--- config.mk ---
export PLATFORM = sky130hd
export DESIGN_NAME = tlp_tx_packer_flat
export DESIGN_NICKNAME = d
export VERILOG_FILES = /design/src/rtl/tlp_tx_packer_if.sv /design/src/rtl/tlp_tx_packer.sv /design/src/flat_wrapper.sv
export SDC_FILE = /design/constraint.sdc
export NUM_CORES = 1
export LEC_CHECK = 0
export ABC_AREA = 0
export BUFFER_PORTS_ARGS = -buffer_cell sky130_fd_sc_hd__buf_4
export CORE_MARGIN = 5
export CORE_UTILIZATION = 55
export CTS_CLUSTER_SIZE = 14
export DETAILED_ROUTE_END_ITERATION = 6
export PLACE_DENSITY_LB_ADDON = 0.3
export SYNTH_ARGS = -nofsm -noshare
export SYNTH_HDL_FRONTEND = slang
export SYNTH_SLANG_ARGS = --single-unit
export TNS_END_PERCENT = 100
--- constraint.sdc ---
create_clock -name user_clk -period 4.8 [get_ports user_clk]
set_input_delay 0.96 -clock user_clk [delete_from_list [all_inputs] [get_ports user_clk]]
set_output_delay 0.96 -clock user_clk [all_outputs]
set_load 0.005 [all_outputs]
--- src/rtl/tlp_tx_packer_if.sv ---
// 64-bit AXI4-Stream transmit bundle toward the PCIe slot.
// master drives the beat, slave returns tready.
interface tlp_tx_packer_if;
  logic [63:0] tdata;
  logic [7:0]  tkeep;
  logic        tlast;
  logic        tvalid;
  logic        tready;
  logic [3:0]  tuser;

  modport master (
    output tdata, tkeep, tlast, tvalid, tuser,
    input  tready
  );

  modport slave (
    input  tdata, tkeep, tlast, tvalid, tuser,
    output tready
  );
endinterface

--- src/rtl/tlp_tx_packer.sv ---
// Packs a 32-bit TLP DW stream into 64-bit AXIS beats,
// checks DW count against the header and counts sent TLPs.
module tlp_tx_packer (
  input  logic        user_clk,
  input  logic        user_reset,
  input  logic [31:0] dw_data,
  input  logic        dw_valid,
  input  logic        dw_last,
  output logic        dw_ready,
  tlp_tx_packer_if.master tx,
  output logic        tlp_sent,
  output logic [15:0] tlp_count,
  output logic        len_err
);

  logic [31:0] acc;
  logic        acc_full;
  logic [10:0] dw_cnt;
  logic [2:0]  fmt_q;
  logic [9:0]  len_q;

  logic        dw_fire;
  logic        beat_fire;
  logic        load;
  logic        first;
  logic [2:0]  cur_fmt;
  logic [9:0]  cur_len;
  logic [10:0] hdr;
  logic [10:0] payload;
  logic [10:0] expected;
  logic [11:0] cnt_next;

  assign dw_ready  = !tx.tvalid || tx.tready;
  assign dw_fire   = dw_valid && dw_ready;
  assign beat_fire = tx.tvalid && tx.tready;
  assign load      = dw_fire && (acc_full || dw_last);
  assign tx.tuser  = 4'b0000;

  // header fields come straight off the bus on DW0
  always_comb begin
    first    = (dw_cnt == 11'd0);
    cur_fmt  = first ? dw_data[31:29] : fmt_q;
    cur_len  = first ? dw_data[9:0] : len_q;
    hdr      = cur_fmt[0] ? 11'd4 : 11'd3;
    payload  = 11'd0;
    if (cur_fmt[1])
      payload = (cur_len == 10'd0) ? 11'd1024
                                   : {1'b0, cur_len};
    expected = hdr + payload;
    cnt_next = {1'b0, dw_cnt} + 12'd1;
  end

  always_ff @(posedge user_clk) begin
    if (user_reset) begin
      tx.tdata  <= 64'h0;
      tx.tkeep  <= 8'h00;
      tx.tlast  <= 1'b0;
      tx.tvalid <= 1'b0;
      acc       <= 32'h0;
      acc_full  <= 1'b0;
      dw_cnt    <= 11'd0;
      fmt_q     <= 3'd0;
      len_q     <= 10'd0;
      tlp_sent  <= 1'b0;
      tlp_count <= 16'd0;
      len_err   <= 1'b0;
    end else begin
      tlp_sent <= beat_fire && tx.tlast;
      if (beat_fire && tx.tlast)
        tlp_count <= tlp_count + 16'd1;

      if (load) begin
        tx.tvalid <= 1'b1;
        if (acc_full) begin
          tx.tdata <= {dw_data, acc};
          tx.tkeep <= 8'hFF;
          tx.tlast <= dw_last;
        end else begin
          tx.tdata <= {32'h0, dw_data};
          tx.tkeep <= 8'h0F;
          tx.tlast <= 1'b1;
        end
      end else if (beat_fire) begin
        tx.tvalid <= 1'b0;
      end

      if (dw_fire) begin
        if (!acc_full && !dw_last) begin
          acc      <= dw_data;
          acc_full <= 1'b1;
        end else begin
          acc_full <= 1'b0;
        end
      end

      len_err <= 1'b0;
      if (dw_fire) begin
        if (first) begin
          fmt_q <= dw_data[31:29];
          len_q <= dw_data[9:0];
        end
        if (dw_last) begin
          len_err <= (cnt_next != {1'b0, expected});
          dw_cnt  <= 11'd0;
        end else if (dw_cnt != 11'd2047) begin
          dw_cnt  <= cnt_next[10:0];
        end
      end
    end
  end

endmodule

--- src/flat_wrapper.sv ---
// flat-port wrapper written by rule: the top's interface ports become plain ports
module tlp_tx_packer_flat 
  (user_clk, user_reset, dw_data, dw_valid, dw_last, dw_ready, tlp_sent, tlp_count, len_err, tx_tdata, tx_tkeep, tx_tlast, tx_tvalid, tx_tuser, tx_tready);
  tlp_tx_packer_if tx_i ();
  input  logic user_clk;
  input  logic user_reset;
  input  logic [31:0] dw_data;
  input  logic dw_valid;
  input  logic dw_last;
  output logic dw_ready;
  output logic tlp_sent;
  output logic [15:0] tlp_count;
  output logic len_err;
  output wire logic [$bits(tx_i.tdata)-1:0] tx_tdata;
  output wire logic [$bits(tx_i.tkeep)-1:0] tx_tkeep;
  output wire logic [$bits(tx_i.tlast)-1:0] tx_tlast;
  output wire logic [$bits(tx_i.tvalid)-1:0] tx_tvalid;
  output wire logic [$bits(tx_i.tuser)-1:0] tx_tuser;
  input wire logic [$bits(tx_i.tready)-1:0] tx_tready;
  assign tx_tdata = tx_i.tdata;
  assign tx_tkeep = tx_i.tkeep;
  assign tx_tlast = tx_i.tlast;
  assign tx_tvalid = tx_i.tvalid;
  assign tx_tuser = tx_i.tuser;
  assign tx_i.tready = tx_tready;
  tlp_tx_packer u_core (.user_clk(user_clk), .user_reset(user_reset), .dw_data(dw_data), .dw_valid(dw_valid), .dw_last(dw_last), .dw_ready(dw_ready), .tx(tx_i), .tlp_sent(tlp_sent), .tlp_count(tlp_count), .len_err(len_err));
endmodule
==> run_summary.xml, run 1 <==
<?xml version="1.0" encoding="UTF-8"?>
<metrics>
  <group name="outcome">
    <metric name="run_status" unit="">finished, final reports clean</metric>
  </group>
  <group name="sta">
    <metric name="final_setup_violation_count" unit="">0</metric>
    <metric name="worst_slew_margin_rel" unit="%">25.4</metric>
    <metric name="unrepaired_setup_endpoints_after_global_routing" unit="">no</metric>
    <metric name="final.setup_skew" unit="ps">6.15</metric>
    <metric name="final.period_utilization" unit="%">83.2</metric>
    <metric name="worst_pin_slew" unit="ps">1120</metric>
    <metric name="final.min_clock_period" unit="ps">4000</metric>
    <metric name="finalHoldViolCount" unit="">0</metric>
    <metric name="fin_tns_setup" unit="ps">0</metric>
    <metric name="fmax" unit="MHz">250</metric>
    <metric name="timing_max_transition_violations_final" unit="">0</metric>
  </group>
  <group name="floorplan">
    <metric name="initial_core_util" unit="%">56.0</metric>
    <metric name="core_footprint" unit="µm²">11400</metric>
    <metric name="dieWidth" unit="µm">118</metric>
    <metric name="io-pin-count" unit="">134</metric>
    <metric name="fp.dieArea" unit="µm²">13900</metric>
    <metric name="die_h" unit="µm">118</metric>
    <metric name="row_count" unit="">39</metric>
  </group>
  <group name="routing">
    <metric name="drt_pre_antenna_iters" unit="">5</metric>
    <metric name="ant_nets" unit="">0</metric>
    <metric name="vias_per_cell" unit="">5.72</metric>
    <metric name="wl_per_cell" unit="µm">16.8</metric>
    <metric name="vias" unit="">5596</metric>
    <metric name="drt-initial-drc-count" unit="">513</metric>
    <metric name="drc" unit="">0</metric>
    <metric name="drt-total-wl" unit="µm">16500</metric>
  </group>
  <group name="place">
    <metric name="hpwl" unit="µm">11600</metric>
    <metric name="placedCellCount" unit="">948</metric>
    <metric name="placement.cell_area" unit="µm²">7310</metric>
    <metric name="global_placer_s_final_weighted_congestion" unit="">0.927</metric>
    <metric name="numPortBuffers" unit="">129</metric>
  </group>
  <group name="logic_synthesis">
    <metric name="synthDominantAreaCellType" unit="">sky130_fd_sc_hd__dfxtp_1</metric>
    <metric name="syn-instance-count" unit="">726</metric>
    <metric name="synth_top_family_by_area" unit="">simple AND/OR/NAND/NOR gates</metric>
    <metric name="synth_top_cell_area_share" unit="%">44.5</metric>
    <metric name="synth_seq_cells" unit="">142</metric>
    <metric name="post_synth_most_frequent_cells" unit="">sky130_fd_sc_hd__dfxtp_1 (142), sky130_fd_sc_hd__nand2_1 (126), sky130_fd_sc_hd__nor2_1 (79)</metric>
    <metric name="yosys.area_share.simple" unit="%">19.1</metric>
    <metric name="post_synth.cell_area_avg" unit="µm²">8.81</metric>
    <metric name="yosys-mux-area-fraction" unit="%">6.85</metric>
    <metric name="synthesis.area" unit="µm²">6390</metric>
    <metric name="async_reset_ff_share" unit="%">0</metric>
    <metric name="synth_xor_area_share" unit="%">5.48</metric>
    <metric name="synth_warnings" unit="">0</metric>
    <metric name="synth-edff-count" unit="">0</metric>
    <metric name="synth-seq-area-share" unit="%">44.5</metric>
    <metric name="ys_dominant_reg_cell" unit="">sky130_fd_sc_hd__dfxtp_1</metric>
    <metric name="yosysUniqueCellTypes" unit="">62</metric>
    <metric name="synth_fa_ha_area_share" unit="%">1.49</metric>
    <metric name="area_fraction_in_compound_gates_after_synthesis" unit="%">17.4</metric>
    <metric name="yosysMostFrequentCell" unit="">sky130_fd_sc_hd__dfxtp_1</metric>
    <metric name="synthTopCellsByArea" unit="">sky130_fd_sc_hd__dfxtp_1 (44%), sky130_fd_sc_hd__nand2_1 (7.4%), sky130_fd_sc_hd__mux2i_1 (6.1%), sky130_fd_sc_hd__a21oi_1 (4.7%), sky130_fd_sc_hd__nor2_1 (4.6%)</metric>
  </group>
  <group name="clock_network">
    <metric name="path_clk_slew" unit="ps">50</metric>
    <metric name="tritoncts_clock_tree" unit="">built</metric>
    <metric name="cts_sinks" unit="">142</metric>
    <metric name="post-cts-setup-buffers" unit="">0</metric>
    <metric name="htree_levels" unit="">4</metric>
    <metric name="cts_buffers" unit="">17</metric>
    <metric name="clock_tree.root_cell" unit="">sky130_fd_sc_hd__clkbuf_16</metric>
    <metric name="cts_hold_repair.buffers" unit="">0</metric>
    <metric name="clockBufferDepth" unit="">2</metric>
    <metric name="post_cts_resized" unit="">0</metric>
    <metric name="clock_latency_on_the_worst_skew_pair" unit="ps">420</metric>
  </group>
  <group name="pwr">
    <metric name="clockPowerShare" unit="%">44.0</metric>
    <metric name="powerDensity" unit="nW/µm²">370</metric>
    <metric name="seq_power_share" unit="%">43.7</metric>
    <metric name="power.leakage" unit="nW">3.21</metric>
    <metric name="power.internal" unit="mW">2.21</metric>
    <metric name="power.switching" unit="mW">0.706</metric>
    <metric name="irDropWorstVdd" unit="mV">0.250</metric>
    <metric name="switching_fraction" unit="%">24.2</metric>
    <metric name="power.share.combinational" unit="%">12.3</metric>
  </group>
  <group name="grt">
    <metric name="grt_start_max_net_pins" unit="">85</metric>
    <metric name="grt_pass1_vias" unit="">5504</metric>
    <metric name="number_of_antenna_violations_at_the_first_check_in_global_routing" unit="">0</metric>
    <metric name="grt_first_pass_wirelength" unit="µm">27500</metric>
    <metric name="grt_remaining_overflow" unit="">0</metric>
    <metric name="overall_track_demand_over_capacity_in_global_routing" unit="%">23.7</metric>
  </group>
  <group name="final_layout">
    <metric name="syn_to_final_growth" unit="%">23.4</metric>
    <metric name="antenna_cells_inserted" unit="">0</metric>
    <metric name="finalNetCount" unit="">868</metric>
    <metric name="layout.cell_area.non_filler" unit="µm²">7890</metric>
    <metric name="finish.cell_count_without_fillers" unit="">979</metric>
    <metric name="share_of_cells_above_drive_strength_1" unit="%">23.1</metric>
    <metric name="ff_latch_area" unit="µm²">2840</metric>
    <metric name="fill_cells" unit="">902</metric>
    <metric name="multi_input_comb_area" unit="µm²">3250</metric>
  </group>
  <group name="critical_path">
    <metric name="critical_path.endpoint_type" unit="">flop</metric>
    <metric name="timing_worst_setup_path_type" unit="">reg2reg</metric>
    <metric name="path_cells" unit="">inv_1 &gt; ha_1 &gt; nor4b_2 &gt; nand3_4 &gt; mux2i_2 &gt; a21oi_1 &gt; ha_1 &gt; inv_1 &gt; fa_1 &gt; nor2b_1 &gt; or2_2 &gt; o221ai_1 &gt; xnor2_1 &gt; mux2_2 &gt; o31ai_2 &gt; o211ai_2</metric>
    <metric name="max_stage_delay" unit="ps">480</metric>
    <metric name="cp.arrival" unit="ps">4280</metric>
    <metric name="critical_path.startpoint_type" unit="">flop</metric>
    <metric name="critical_path_fanouts_max" unit="">17</metric>
    <metric name="worst_path_max_delay_cell" unit="">sky130_fd_sc_hd__nor4b_2</metric>
    <metric name="worstPathRequired" unit="ps">5090</metric>
  </group>
  <group name="job">
    <metric name="maxCapViolations" unit="">0</metric>
  </group>
  <group name="min_path">
    <metric name="hold_path.class" unit="">reg2reg</metric>
  </group>
</metrics>
[cell families (layout without fill, tap and decap cells)]
logic type | after synthesis | in the layout
simple gates | 269 | 269
compound gates | 162 | 162
flops | 142 | 142
buf+inv | 66 | 173
mux | 43 | 43
xor+xnor | 36 | 36
fa+ha+maj | 7 | 7
other cells | 1 | 4
[final timing paths]
kind	startpoint	to	slack (ps)	cells after the start
setup / recovery	u_core.dw_cnt[0]	u_core.len_err	800	16
hold reg to reg	u_core.acc[25]	u_core.acc[25]	450	2
hold / removal	u_core.acc[25]	u_core.acc[25]	450	2
setup reg to reg	u_core.dw_cnt[0]	u_core.len_err	800	16
[placed cells by master (no fill, tap or decap), types with 7 or more instances in the layout]
cell type                     n
sky130_fd_sc_hd__dfxtp_1    141
sky130_fd_sc_hd__buf_4      135
sky130_fd_sc_hd__nand2_1    126
sky130_fd_sc_hd__nor2_1      76
sky130_fd_sc_hd__a21oi_1     60
sky130_fd_sc_hd__mux2i_1     39
sky130_fd_sc_hd__a211oi_1    37
sky130_fd_sc_hd__a22o_1      32
sky130_fd_sc_hd__xor2_1      18
sky130_fd_sc_hd__clkbuf_16   17
sky130_fd_sc_hd__xnor2_1     16
sky130_fd_sc_hd__nand3_1     14
sky130_fd_sc_hd__o21ai_0      9
sky130_fd_sc_hd__inv_1        7
sky130_fd_sc_hd__nor4_1       7
[power by group through the flow]
stage	sequential [mW]	combinational [mW]	clock [mW]
after floorplan	1.29	0.221	0
final	1.27	0.359	1.28
after detailed placement	1.30	0.359	0
after global routing	1.28	0.396	1.35
after CTS	1.27	0.361	1.30
after global placement	1.29	0.349	0
[through the flow]
step / util, % / setup slack [ps] / power (mW) / hold WS, ps
floorplan: - / 1190 / 1.51 / 436
global placement: 64.0 / 770 / 1.64 / 441
detailed placement: 64.0 / 667 / 1.66 / 447
CTS: 69.1 / 788 / 2.93 / 454
global route: 69.1 / 448 / 3.03 / 468
finish: 69.1 / 805 / 2.91 / 453
[layout make-up]
cell class                      instances  area share (%)
Multi-Input combinational cell        521            41.2
Sequential cell                       142            36.1
Inverter                                7           0.333
Clock inverter                          6            1.05
Clock buffer                           25            6.28
Timing Repair Buffer                  135            12.8
Tap cell                              143            2.27
[per-layer routing]
layer | global-route usage [%] | vias up | routed length [µm]
li1 | - | 2723 | -
met1 | 29.6 | 2683 | 7100
met2 | 38.6 | 160 | 8000
met3 | 6.20 | 30 | 953
met4 | 10.1 | 0 | 413
met5 | 0 | - | 0
[worst max-delay path: cells and delay by family (launching register included)]
kind / cells / cell delay [ps]
simple gates: 4 / 1110
compound gates: 4 / 620
fa+ha+maj: 3 / 770
mux: 2 / 680
flops: 1 / 360
xor+xnor: 1 / 190
buf+inv: 2 / 140
[sequential cells by signal, summed over array words and instances (netlist names)]
signal / flops
u_core.dw_cnt: 11
u_core.tlp_sent: 1
u_core.len_err: 1
u_core.tx.tlast: 1
u_core.acc_full: 1
u_core.tx.tvalid: 1
u_core.tlp_count: 16
u_core.acc: 32
u_core.fmt_q: 2
u_core.tx.tdata: 64
u_core.len_q: 10
u_core.tx.tkeep: 2
Note: power is estimated with default switching activity, not from simulation.
==> run 2, diff against run 1 <==
--- a/config.mk
+++ b/config.mk
@@ -8,7 +8,7 @@
 export ABC_AREA = 0
 export BUFFER_PORTS_ARGS = -buffer_cell sky130_fd_sc_hd__buf_4
 export CORE_MARGIN = 5
-export CORE_UTILIZATION = 55
+export CORE_UTILIZATION = 49
 export CTS_CLUSTER_SIZE = 14
 export DETAILED_ROUTE_END_ITERATION = 6
 export PLACE_DENSITY_LB_ADDON = 0.3
==> constraint.sdc (replaced) <==
create_clock -name user_clk -period 3.25 [get_ports user_clk]
set_input_delay 0.65 -clock user_clk [delete_from_list [all_inputs] [get_ports user_clk]]
set_output_delay 0.65 -clock user_clk [all_outputs]
set_load 0.005 [all_outputs]
==> run 2 against run 1 <==
  * Setup slack worse by 920 ps
  * Via count up 2.5%
  * The run now ends with negative setup slack left
  * Utilization down 3.2 points
==> run_summary.xml, run 2 (synthesis results as in run 1) <==
<?xml version="1.0" encoding="UTF-8"?>
<metrics>
  <group name="outcome">
    <metric name="run_status" unit="">complete, but fails checks</metric>
    <metric name="failing_checks" unit="">negative setup slack</metric>
  </group>
  <group name="routing">
    <metric name="wl_per_cell" unit="µm">16.6</metric>
    <metric name="drt-total-wl" unit="µm">17500</metric>
    <metric name="drt_pre_antenna_iters" unit="">4</metric>
    <metric name="ant_nets" unit="">0</metric>
    <metric name="drt-initial-drc-count" unit="">365</metric>
    <metric name="vias" unit="">5737</metric>
    <metric name="vias_per_cell" unit="">5.43</metric>
    <metric name="drc" unit="">0</metric>
  </group>
  <group name="min_path">
    <metric name="hold_path.class" unit="">in2reg</metric>
  </group>
  <group name="critical_path">
    <metric name="critical_path.endpoint_type" unit="">flop</metric>
    <metric name="timing.critical_path.buf_inv" unit="">2</metric>
    <metric name="cp.arrival" unit="ps">3670</metric>
    <metric name="path_cells" unit="">inv_1 &gt; ha_1 &gt; or4b_4 &gt; nor3_4 &gt; nand2_1 &gt; a21oi_2 &gt; ha_2 &gt; inv_1 &gt; fa_2 &gt; nor2b_2 &gt; or2_2 &gt; o221ai_1 &gt; xnor2_1 &gt; mux2_2 &gt; o31ai_2 &gt; o211ai_2</metric>
    <metric name="timing_worst_setup_path_type" unit="">reg2reg</metric>
    <metric name="worstPathRequired" unit="ps">3550</metric>
    <metric name="critical_path_fanouts_max" unit="">2</metric>
    <metric name="worst_path_max_delay_cell" unit="">sky130_fd_sc_hd__or4b_4</metric>
    <metric name="critical_path.startpoint_type" unit="">flop</metric>
    <metric name="max_stage_delay" unit="ps">490</metric>
    <metric name="critical_path.most_common_cell" unit="">sky130_fd_sc_hd__inv_1</metric>
    <metric name="timing.critical_path.max_delay_family" unit="">simple AND/OR/NAND/NOR gates</metric>
  </group>
  <group name="floorplan">
    <metric name="io-pin-count" unit="">134</metric>
    <metric name="core_footprint" unit="µm²">12700</metric>
    <metric name="fp.dieArea" unit="µm²">15400</metric>
    <metric name="row_count" unit="">41</metric>
    <metric name="die_h" unit="µm">124</metric>
    <metric name="initial_core_util" unit="%">50.3</metric>
    <metric name="dieWidth" unit="µm">124</metric>
  </group>
  <group name="final_layout">
    <metric name="largest_registers" unit="">u_core.tx.tdata: 64 flops, u_core.acc: 32 flops, u_core.tlp_count: 16 flops</metric>
    <metric name="largest_reg_flops" unit="">64</metric>
    <metric name="finish.cell_count_without_fillers" unit="">1057</metric>
    <metric name="finalNetCount" unit="">917</metric>
    <metric name="share_of_cells_above_drive_strength_1" unit="%">28.2</metric>
    <metric name="antenna_cells_inserted" unit="">0</metric>
    <metric name="final_common_cell" unit="">sky130_fd_sc_hd__buf_4</metric>
    <metric name="most_frequent_cells_in_the_layout" unit="">sky130_fd_sc_hd__buf_4 (184), sky130_fd_sc_hd__dfxtp_1 (141), sky130_fd_sc_hd__nand2_1 (126)</metric>
    <metric name="regMostFlops" unit="">u_core.tx.tdata</metric>
    <metric name="syn_to_final_growth" unit="%">31.1</metric>
    <metric name="fin_util" unit="%">65.9</metric>
    <metric name="fill_cells" unit="">1070</metric>
  </group>
  <group name="place">
    <metric name="global_placer_s_final_weighted_congestion" unit="">0.904</metric>
    <metric name="placedCellCount" unit="">1025</metric>
    <metric name="hpwl" unit="µm">12300</metric>
    <metric name="numPortBuffers" unit="">129</metric>
  </group>
  <group name="grt">
    <metric name="grt_remaining_overflow" unit="">0</metric>
    <metric name="overall_track_demand_over_capacity_in_global_routing" unit="%">22.0</metric>
    <metric name="grt_pass1_vias" unit="">5699</metric>
    <metric name="grt_first_pass_wirelength" unit="µm">28400</metric>
    <metric name="number_of_antenna_violations_at_the_first_check_in_global_routing" unit="">0</metric>
    <metric name="grt_start_max_net_pins" unit="">66</metric>
  </group>
  <group name="clock_network">
    <metric name="cts_buffers" unit="">17</metric>
    <metric name="clock_tree.root_cell" unit="">sky130_fd_sc_hd__clkbuf_16</metric>
    <metric name="path_clk_slew" unit="ps">60</metric>
    <metric name="cts_sinks" unit="">142</metric>
    <metric name="clockBufferDepth" unit="">2</metric>
    <metric name="cts_hold_repair.buffers" unit="">0</metric>
    <metric name="clock_latency_on_the_worst_skew_pair" unit="ps">420</metric>
    <metric name="tritoncts_clock_tree" unit="">built</metric>
    <metric name="htree_levels" unit="">4</metric>
  </group>
  <group name="sta">
    <metric name="final.min_clock_period" unit="ps">3370</metric>
    <metric name="final.setup_skew" unit="ps">8.62</metric>
    <metric name="worst_pin_slew" unit="ps">700</metric>
    <metric name="finalHoldWorstSlack" unit="ps">456</metric>
    <metric name="final.period_utilization" unit="%">104</metric>
    <metric name="timing_max_transition_violations_final" unit="">0</metric>
    <metric name="fin_ws" unit="ps">-118</metric>
    <metric name="finalHoldViolCount" unit="">0</metric>
    <metric name="fmax" unit="MHz">297</metric>
    <metric name="worst_slew_margin_rel" unit="%">53.0</metric>
    <metric name="final_setup_violation_count" unit="">1</metric>
    <metric name="unrepaired_setup_endpoints_after_global_routing" unit="">yes</metric>
  </group>
  <group name="pwr">
    <metric name="powerDensity" unit="nW/µm²">538</metric>
    <metric name="power.leakage" unit="nW">3.50</metric>
    <metric name="irDropWorstVdd" unit="mV">0.322</metric>
  </group>
  <group name="job">
    <metric name="maxCapViolations" unit="">0</metric>
  </group>
</metrics>
run 2: changes by cell type in the layout (fill, tap and decap cells not counted), sizes merged:
cell    change
bufinv      +2
buf        +49
inv         +1
clkinv      +1
clkbuf      -4
run 2: metrics by stage:
| step | area (µm²) | setup WS [ps] | power, mW | setup TNS [ps] |
|---|---|---|---|---|
| after detailed placement | 7740 | -527 | 2.49 | -527 |
| after floorplan | 6440 | -59.7 | 2.24 | -59.7 |
| after global placement | 7740 | -434 | 2.47 | -434 |
| final | 8380 | -118 | 4.51 | -118 |
| after global routing | 8380 | -328 | 4.68 | -328 |
| after CTS | 8370 | -118 | 4.53 | -118 |
run 2: final timing paths:
path	start	end	slack, ps	cells after the start
setup / recovery	u_core.dw_cnt[1]	u_core.len_err	-120	16
hold / removal	dw_data[25]	u_core.tx.tdata[57]	460	2
setup reg to reg	u_core.dw_cnt[1]	u_core.len_err	-120	16
hold reg to reg	u_core.acc[14]	u_core.acc[14]	460	2
run 2: repair_timing:
action / 4_1_cts / 5_1_grt
pin swaps: 0 / 1
endpoints found under the setup margin: 1 / 1
gates resized for setup: 2 / 2
setup buffers: 0 / 1
run 2: report_power, final:
part,internal [mW],switching (mW),leakage (nW)
clock network,1.32,0.733,0.303
logic,0.270,0.302,2.04
registers,1.82,0.0604,1.16
run 2: area by class of cell:
class / instances / area [µm²] / share of cell area [%]
multi-input cells: 521 / 3290 / 39.3
flip-flops and latches: 142 / 2840 / 33.9
repair buffers: 184 / 1380 / 16.5
clock buffers: 21 / 460 / 5.49
well taps: 172 / 215 / 2.57
clock inverters: 10 / 160 / 1.91
inverters: 7 / 26.3 / 0.313
run 2: routing by layer:
layer | vias up | share of wire, % | GRT usage, % | routed length, µm
met4 | 0 | 1.4 | 9.03 | 249
met2 | 151 | 50 | 37.4 | 8780
met3 | 22 | 6.5 | 7.16 | 1140
met1 | 2753 | 42 | 25.6 | 7340
met5 | - | 0 | 0 | 0
li1 | 2811 | - | - | -
